File: src/rtl/load_store_unit.sv
// -----------------------------------------------------------------------------
// load_store_unit
//
// Initiator side of the data-memory interface. Takes one byte-addressed
// load/store request at a time from the datapath and drives the word-addressed
// data memory. Sub-word stores are done as read-modify-write because the
// memory only stores whole words. Byte lanes are little-endian.
//
// Ports
//   clock       rising-edge system clock
//   reset       asynchronous, active-high reset
//   req         request strobe, sampled only while ready=1
//   store       1 = store, 0 = load
//   size        00 byte, 01 half, 10 word, 11 illegal
//   isUnsigned  loads: 1 = zero-extend, 0 = sign-extend
//   byteAddr    byte address of the access
//   storeData   store value, right-aligned for byte/half
//   ready       high only while idle
//   done        one-cycle completion pulse
//   error       valid with done, held until the next accepted request
//   loadData    extended load result, held until the next successful load
//   address     word index to memory (byteAddr[31:2], zero-extended)
//   writeData   word written to memory
//   memWrite    memory write enable
//   memRead     memory read enable
//   readData    memory read word (combinational, same cycle as memRead)
// -----------------------------------------------------------------------------
module load_store_unit #(
  parameter int data_width    = 32,
  parameter int address_width = 32,
  parameter int memory_size   = 128
) (
  input  logic                     clock,
  input  logic                     reset,
  input  logic                     req,
  input  logic                     store,
  input  logic [1:0]               size,
  input  logic                     isUnsigned,
  input  logic [address_width-1:0] byteAddr,
  input  logic [data_width-1:0]    storeData,
  output logic                     ready,
  output logic                     done,
  output logic                     error,
  output logic [data_width-1:0]    loadData,
  output logic [address_width-1:0] address,
  output logic [data_width-1:0]    writeData,
  output logic                     memWrite,
  output logic                     memRead,
  input  logic [data_width-1:0]    readData
);

  localparam logic [1:0] SZ_BYTE = 2'b00;
  localparam logic [1:0] SZ_HALF = 2'b01;
  localparam logic [1:0] SZ_WORD = 2'b10;
  localparam logic [1:0] SZ_BAD  = 2'b11;

  localparam logic [address_width-1:0] MEM_WORDS = address_width'(memory_size);

  typedef enum logic [1:0] {
    ST_IDLE  = 2'd0,
    ST_READ  = 2'd1,
    ST_WRITE = 2'd2,
    ST_DONE  = 2'd3
  } state_t;

  // ---------------------------------------------------------------------------
  // Helper functions
  // ---------------------------------------------------------------------------

  // Acceptance check; illegal size wins over misalignment, which wins over range.
  function automatic logic req_error(input logic [1:0]               sz,
                                     input logic [address_width-1:0] addr);
    logic                     err;
    logic [address_width-1:0] word_idx;
    word_idx = {2'b00, addr[address_width-1:2]};
    if (sz == SZ_BAD) begin
      err = 1'b1;
    end else if ((sz == SZ_HALF) && addr[0]) begin
      err = 1'b1;
    end else if ((sz == SZ_WORD) && (addr[1:0] != 2'b00)) begin
      err = 1'b1;
    end else if (word_idx >= MEM_WORDS) begin
      err = 1'b1;
    end else begin
      err = 1'b0;
    end
    return err;
  endfunction

  // Pick the addressed lane out of a memory word and extend it to 32 bits.
  function automatic logic [31:0] load_extend(input logic [31:0] word,
                                              input logic [1:0]  sz,
                                              input logic [1:0]  lane,
                                              input logic        uns);
    logic [7:0]  b;
    logic [15:0] h;
    logic [31:0] r;
    case (lane)
      2'd0:    b = word[7:0];
      2'd1:    b = word[15:8];
      2'd2:    b = word[23:16];
      2'd3:    b = word[31:24];
      default: b = word[7:0];
    endcase
    if (lane[1]) begin
      h = word[31:16];
    end else begin
      h = word[15:0];
    end
    case (sz)
      SZ_BYTE: r = {{24{~uns & b[7]}}, b};
      SZ_HALF: r = {{16{~uns & h[15]}}, h};
      default: r = word;
    endcase
    return r;
  endfunction

  // Replace only the target lane of the captured word with the store value.
  function automatic logic [31:0] store_merge(input logic [31:0] word,
                                              input logic [1:0]  sz,
                                              input logic [1:0]  lane,
                                              input logic [31:0] data);
    logic [31:0] r;
    r = word;
    if (sz == SZ_BYTE) begin
      case (lane)
        2'd0:    r[7:0]   = data[7:0];
        2'd1:    r[15:8]  = data[7:0];
        2'd2:    r[23:16] = data[7:0];
        2'd3:    r[31:24] = data[7:0];
        default: r        = word;
      endcase
    end else begin
      if (lane[1]) begin
        r[31:16] = data[15:0];
      end else begin
        r[15:0] = data[15:0];
      end
    end
    return r;
  endfunction

  // ---------------------------------------------------------------------------
  // State and request latches
  // ---------------------------------------------------------------------------
  state_t                   state_q,  state_d;
  logic                     store_q,  store_d;
  logic [1:0]               size_q,   size_d;
  logic                     uns_q,    uns_d;
  logic [address_width-1:0] addr_q,   addr_d;
  logic [data_width-1:0]    sdata_q,  sdata_d;
  logic [data_width-1:0]    merge_q,  merge_d;
  logic                     error_q,  error_d;
  logic [data_width-1:0]    load_q,   load_d;

  logic                     req_err_s;

  // Error classification of the request currently presented on the inputs.
  always_comb begin
    req_err_s = req_error(size, byteAddr);
  end

  // Next-state logic: request capture, lane extraction and merge.
  always_comb begin
    state_d = state_q;
    store_d = store_q;
    size_d  = size_q;
    uns_d   = uns_q;
    addr_d  = addr_q;
    sdata_d = sdata_q;
    merge_d = merge_q;
    error_d = error_q;
    load_d  = load_q;
    case (state_q)
      ST_IDLE: begin
        if (req) begin
          store_d = store;
          size_d  = size;
          uns_d   = isUnsigned;
          addr_d  = byteAddr;
          sdata_d = storeData;
          error_d = req_err_s;
          if (req_err_s) begin
            state_d = ST_DONE;
          end else if (store && (size == SZ_WORD)) begin
            // Whole-word stores need no read of the old contents.
            state_d = ST_WRITE;
          end else begin
            state_d = ST_READ;
          end
        end else begin
          state_d = ST_IDLE;
        end
      end
      ST_READ: begin
        if (store_q) begin
          merge_d = store_merge(readData, size_q, addr_q[1:0], sdata_q);
          state_d = ST_WRITE;
        end else begin
          load_d  = load_extend(readData, size_q, addr_q[1:0], uns_q);
          state_d = ST_DONE;
        end
      end
      ST_WRITE: begin
        state_d = ST_DONE;
      end
      ST_DONE: begin
        state_d = ST_IDLE;
      end
      default: begin
        state_d = ST_IDLE;
      end
    endcase
  end

  // State and latch registers with asynchronous reset.
  always_ff @(posedge clock or posedge reset) begin
    if (reset) begin
      state_q <= ST_IDLE;
      store_q <= 1'b0;
      size_q  <= 2'b00;
      uns_q   <= 1'b0;
      addr_q  <= '0;
      sdata_q <= '0;
      merge_q <= '0;
      error_q <= 1'b0;
      load_q  <= '0;
    end else begin
      state_q <= state_d;
      store_q <= store_d;
      size_q  <= size_d;
      uns_q   <= uns_d;
      addr_q  <= addr_d;
      sdata_q <= sdata_d;
      merge_q <= merge_d;
      error_q <= error_d;
      load_q  <= load_d;
    end
  end

  // Memory-side and handshake outputs, decoded purely from registered state
  // so that reset removes any in-flight read or write immediately.
  always_comb begin
    ready     = 1'b0;
    done      = 1'b0;
    memRead   = 1'b0;
    memWrite  = 1'b0;
    address   = '0;
    writeData = '0;
    case (state_q)
      ST_IDLE: begin
        ready = 1'b1;
      end
      ST_READ: begin
        memRead = 1'b1;
        address = {2'b00, addr_q[address_width-1:2]};
      end
      ST_WRITE: begin
        memWrite = 1'b1;
        address  = {2'b00, addr_q[address_width-1:2]};
        if (size_q == SZ_WORD) begin
          writeData = sdata_q;
        end else begin
          writeData = merge_q;
        end
      end
      ST_DONE: begin
        done = 1'b1;
      end
      default: begin
        ready = 1'b0;
      end
    endcase
  end

  assign error    = error_q;
  assign loadData = load_q;

endmodule
File: config.mk
export PLATFORM = sky130hd
export DESIGN_NAME = load_store_unit
export DESIGN_NICKNAME = d
export VERILOG_FILES = /design/src/rtl/load_store_unit.sv
export SDC_FILE = /design/constraint.sdc
export NUM_CORES = 1
export LEC_CHECK = 0
export ABC_AREA = 1
export CAP_MARGIN = 0
export CORE_MARGIN = 3
export CORE_UTILIZATION = 41
export CTS_CLUSTER_DIAMETER = 100
export DETAILED_ROUTE_END_ITERATION = 16
export GPL_TIMING_DRIVEN = 1
export PLACE_DENSITY = 0.76
export SLEW_MARGIN = 20
export SYNTH_ARGS = -nofsm -noshare
export SYNTH_HDL_FRONTEND = slang
export SYNTH_SLANG_ARGS = --single-unit
File: constraint.sdc
create_clock -name clock -period 5.5 [get_ports clock]
set_clock_uncertainty 0.2 [all_clocks]
set_input_delay 1.1 -clock clock [delete_from_list [all_inputs] [get_ports clock]]
set_output_delay 1.1 -clock clock [all_outputs]
set_load 0.01 [all_outputs]
== Yosys cells after proc, flatten, opt, wreduce, memory -nomap -nowiden ==
Cells that the tools add are included.

* Order comparisons: 1
* Div/mod/pow operators: 0
* Bitwise logic cells: 4
* Shift-type cells: 0
* Equality and inequality tests: 11
* Add/subtract/negate cells: 0
* Multiplexer cells: 30
* $mul: 0
* Reductions and logical operators: 11

{| class="wikitable"
|+ Operators with widths
! operator !! number
|-
| two-way mux 32 bit || 3
|-
| two-way mux 16 bit || 5
|-
| case mux 32 bit (2 select lines) || 1
|-
| two-way mux 8 bit || 6
|-
| case mux 8 bit (4 select lines) || 1
|-
| greater-or-equal comparator 30 x 8 -> 1 bit (second input constant) || 1
|-
| two-way mux 30 bit || 1
|-
| equality test 2 bit (second input constant) || 7
|-
| two-way mux 1 bit || 9
|-
| equality test 2 x 1 -> 1 bit (second input constant) || 4
|-
| case mux 2 bit (4 select lines) || 1
|-
| logical NOT 2 bit || 3
|-
| two-way mux 2 bit || 3
|-
| AND reduction 2 bit || 3
|-
| logical AND 1 bit || 3
|-
| bitwise AND 1 bit || 2
|-
| NOT 1 bit || 2
|-
| nonzero test 2 bit || 1
|-
| OR reduction 2 bit || 1
|}

* Memories: 0
* Output and inout port bits: 101
* Bits in registers: 135
* RAM bits: 0
* Bits in latches: 0
* ROM bits: 0
* Input port bits: 103

== Depth between registers and ports, before layout ==
* Depth in word-level cells: 8
* Depth in mapped cells: 10
* Mapped depth without buffers: 9

== Worst setup path before layout ==
No wires, ideal clock.

* Path kind: reg2out
* Start: register size_q[1]
* End: output port writeData[21]
* Arrival: 1.285 ns
* Required time: 4.200 ns
* Buffers on the path: 2
* Stages on the path, launching flop included: 8
* Path slack: 2.915 ns
* Path through: dfrtp_1 > buf_6 > inv_2 > nor2_4 > inv_1 > buf_2 > nor2_1 > nor2_1

* Longest elaborated chain between the ends: 3

{| class="wikitable"
|+ Ends and longest elaborated chain
! what !! line !! source
|-
| start: declaration || 148 || <nowiki>logic [1:0] size_q, size_d;</nowiki>
|-
| start signal: assignment || 231 || <nowiki>size_q <= size_d;</nowiki>
|-
| equality test 2 bit || 261 || <nowiki>if (size_q == SZ_WORD) begin</nowiki>
|-
| two-way mux 32 bit || 261 ||
|-
| two-way mux 32 bit || 250 || <nowiki>case (state_q)</nowiki>
|-
| end: declaration || 46 || <nowiki>output logic [data_width-1:0] writeData,</nowiki>
|}

No other way between the ends.

== Worst setup path after layout ==
* Start: register size_q[1]
* End: output port writeData[10]

Same word-level chain as after synthesis.

==> flow_summary.toml <==
[timing]
slew_viol_final = 0
setup_viol_count_final = 0
finalCritPeriodShare_pct = 80.3
hold_viol = 0
grt_setup_unrepaired = "no"
tightest_slew_ns = 1.07
clock.fmax_ghz = 0.226
finalCriticalPeriod_ns = 4.42
max_slew_margin_pct = 29.0
fin_tns_setup_ns = 0
whs_ns = 0.278

[power_and_ir_drop]
comb_power_share_pct = 53.9
leakagePower_nw = 4.77
power.internal_mw = 3.50
clkPwrFrac_pct = 17.3
swShare_pct = 44.5
p_seq_share_pct = 28.8
vdd_drop_max_mv = 0.384
power_density_mw_per_mm2 = 629
p_sw_mw = 2.81

[logic_synthesis]
muxShareOfSynthArea_pct = 0
synthXorXnorAreaFrac_pct = 0
yosysTopAreaCellShare_pct = 45.4
synthesis.instances = 1032
yosys.area_share.simple_pct = 23.0
yosysUniqueCellTypes = 28
synth_seq_cells = 135
yosys_warnings = 0
synth_top_family_by_area = "simple AND/OR/NAND/NOR gates"
synthAdderAreaFrac_pct = 0.672
synth_compound_area_share_pct = 20.8
syn-cell-area_sq_mm = 0.00745
syn_avg_cell_area_sq_um = 7.22
yosysTopAreaCell = "dfrtp_1"
synth_seq_area_share_pct = 45.4
synthTopCellsByArea = "dfrtp_1 (45%), nand2_1 (14%), o21ai_0 (8.9%)"

[floorplan]
die-area_sq_mm = 0.0198
rows = 48
initial_utilization_pct = 42.5
die_y_um = 141
die_x_um = 141
core_sq_mm = 0.0175
ios = 204

[finish]
final_nets = 1301
final_common_cell = "nand2_1"
nFillCells = 1619
antennaDiodeCount = 0
layout_common_cells = "nand2_1 (284), clkdlybuf4s50_1 (201), dfrtp_1 (135), o21ai_0 (133), a21oi_1 (107)"
utilization_pct = 57.3
area_delta_synth_final_pct = 34.9
drive_gt1_share_pct = 6.38

[routing]
dr.pass1.iters = 7
remaining_drc_errors = 0
wl_mm = 25.0
drtIter0Drc = 744
viasPerCell = 5.40
wl_per_cell_um = 17.5
num_vias = 7729
route.antenna.remaining_nets = 0

[worst_setup_path]
crit_path_end_kind = "primary output"
reg2reg_depth = 8
cp.arrival_ns = 3.12
worstPathRequired_ns = 4.20
worstPathMaxFanout = 38
r2r-start = "size_q[1]$_DFFE_PP0P_"
critPathLaunchType = "flop"
worstSetupPathType = "reg -> out"
timing.reg2reg.setup_slack_ns = 2.64
rr_endpoint = "loadData[8]$_DFFE_PP0P_"

[min_path]
whs_path_depth = 2
hold_class = "reg -> reg"
min-delay-start = "addr_q[15]$_DFFE_PP0P_"
min_to = "addr_q[15]$_DFFE_PP0P_"

[clock_tree]
numClockSinks = 135
clk_latency_ns = 0.42
hold_buffers = 0
cts_tree = "yes"
clk_pin_slew_ns = 0.07
htree_levels = 4
ctsResizeCount = 0
cts.path.max_buffers = 2
postCtsSetupRepairBufs = 0
cts_root_buffer = "clkbuf_16"
cts_inserted_buffers = 17

[place]
port_buffers = 201
gp_congestion = 0.933
hpwl_mm = 18.1

[global_route]
globalRouteOverflowTotal = 0
grt_antenna_before_repair = 0
grt_pass1_wl_mm = 39.4
grt_start_max_net_pins = 70
grt_pass1_vias = 7235
grtUsageTotal_pct = 25.1

[run]
cap_violations = 0

[run_status]
status = "completed"
## cell families (layout without fill, tap and decap cells)
| kind of cell | Yosys count | in the layout |
|---|---|---|
| fa+ha+maj | 4 | 4 |
| simple gates | 421 | 421 |
| compound gates | 293 | 293 |
| flops | 135 | 135 |
| buf+inv | 178 | 352 |
| other cells | 1 | 2 |
## per-stage QoR
| step | cells | total power [mW] | area [sq um] | setup slack, ns |
|---|---|---|---|---|
| floorplan | 1033 | 3.82 | 7450 | 0.589 |
| finish | 1432 | 6.32 | 10000 | 1.08 |
| global placement | 1400 | 5.13 | 9470 | 1.57 |
| global route | 1432 | 6.79 | 10000 | 0.857 |
| detailed placement | 1400 | 5.20 | 9470 | 1.56 |
| CTS | 1432 | 6.30 | 10000 | 1.08 |
## flip-flops by register name, summed over array words and instances, names as in the netlist
name	flops
addr_q	32
loadData	32
merge_q	32
sdata_q	32
size_q	2
state_q	2
error	1
store_q	1
uns_q	1
## critical path, cell delays in order (launching register included)
cell,delay (ns)
dfrtp_1,0.32
buf_4,0.37
inv_2,0.15
nor2_4,0.55
buf_4,0.37
o21ai_0,0.11
a21oi_1,0.23
clkdlybuf4s50_1,0.58
## power by group through the flow
stage	logic [mW]	clock network [mW]	registers, mW
6_report	3.41	1.09	1.82
5_1_grt	3.77	1.15	1.87
4_1_cts	3.39	1.10	1.81
3_3_place_gp	3.30	0	1.83
2_1_floorplan	2.07	0	1.75
3_5_place_dp	3.37	0	1.82
## area by class of cell
| cell class | instances | area [sq um] | share of cell area [%] |
|---|---|---|---|
| Clock buffer | 17 | 425 | 4.24 |
| Clock inverter | 15 | 135 | 1.35 |
| Inverter | 111 | 419 | 4.17 |
| Multi-Input combinational cell | 720 | 3330 | 33.2 |
| Sequential cell | 135 | 3380 | 33.6 |
| Tap cell | 225 | 282 | 2.80 |
| Timing Repair Buffer | 209 | 2070 | 20.6 |
## metal layers
| layer | vias up | share of wire [%] | global-route usage, % |
|---|---|---|---|
| met5 | - | 0 | 0 |
| met4 | 0 | 3.0 | 9.23 |
| met3 | 57 | 9.8 | 4.88 |
| met2 | 434 | 45 | 39.1 |
| met1 | 3579 | 42 | 35.0 |
| li1 | 3659 | - | - |
## synth_stat cells (all sizes together)
| cell type | count |
|---|---|
| conb | 1 |
| a31oi | 36 |
| ha | 4 |
| nor2 | 90 |
| nand2 | 286 |
| clkbuf | 43 |
| nor3 | 4 |
| o21bai | 1 |
| or2 | 16 |
| inv | 111 |
| nand3 | 23 |
| o211ai | 11 |
| a21oi | 108 |
| dfrtp | 135 |
| a22oi | 1 |
| buf | 24 |
| o21ai | 136 |
| nand4 | 2 |
## worst max-delay path by stage
| stage | from | endpoint | slack (ns) | cells after the start |
|---|---|---|---|---|
| after floorplan | reset | addr_q[0]$_DFFE_PP0P_ | 0.59 | 1 |
| after global placement | size_q[1]$_DFFE_PP0P_ | writeData[10] | 1.57 | 7 |
| after detailed placement | size_q[1]$_DFFE_PP0P_ | writeData[10] | 1.56 | 7 |
| after CTS | size_q[1]$_DFFE_PP0P_ | writeData[10] | 1.08 | 7 |
| after global routing | size_q[1]$_DFFE_PP0P_ | writeData[10] | 0.86 | 7 |
| final | size_q[1]$_DFFE_PP0P_ | writeData[10] | 1.08 | 7 |
Note: power is estimated with default switching activity, not from simulation.
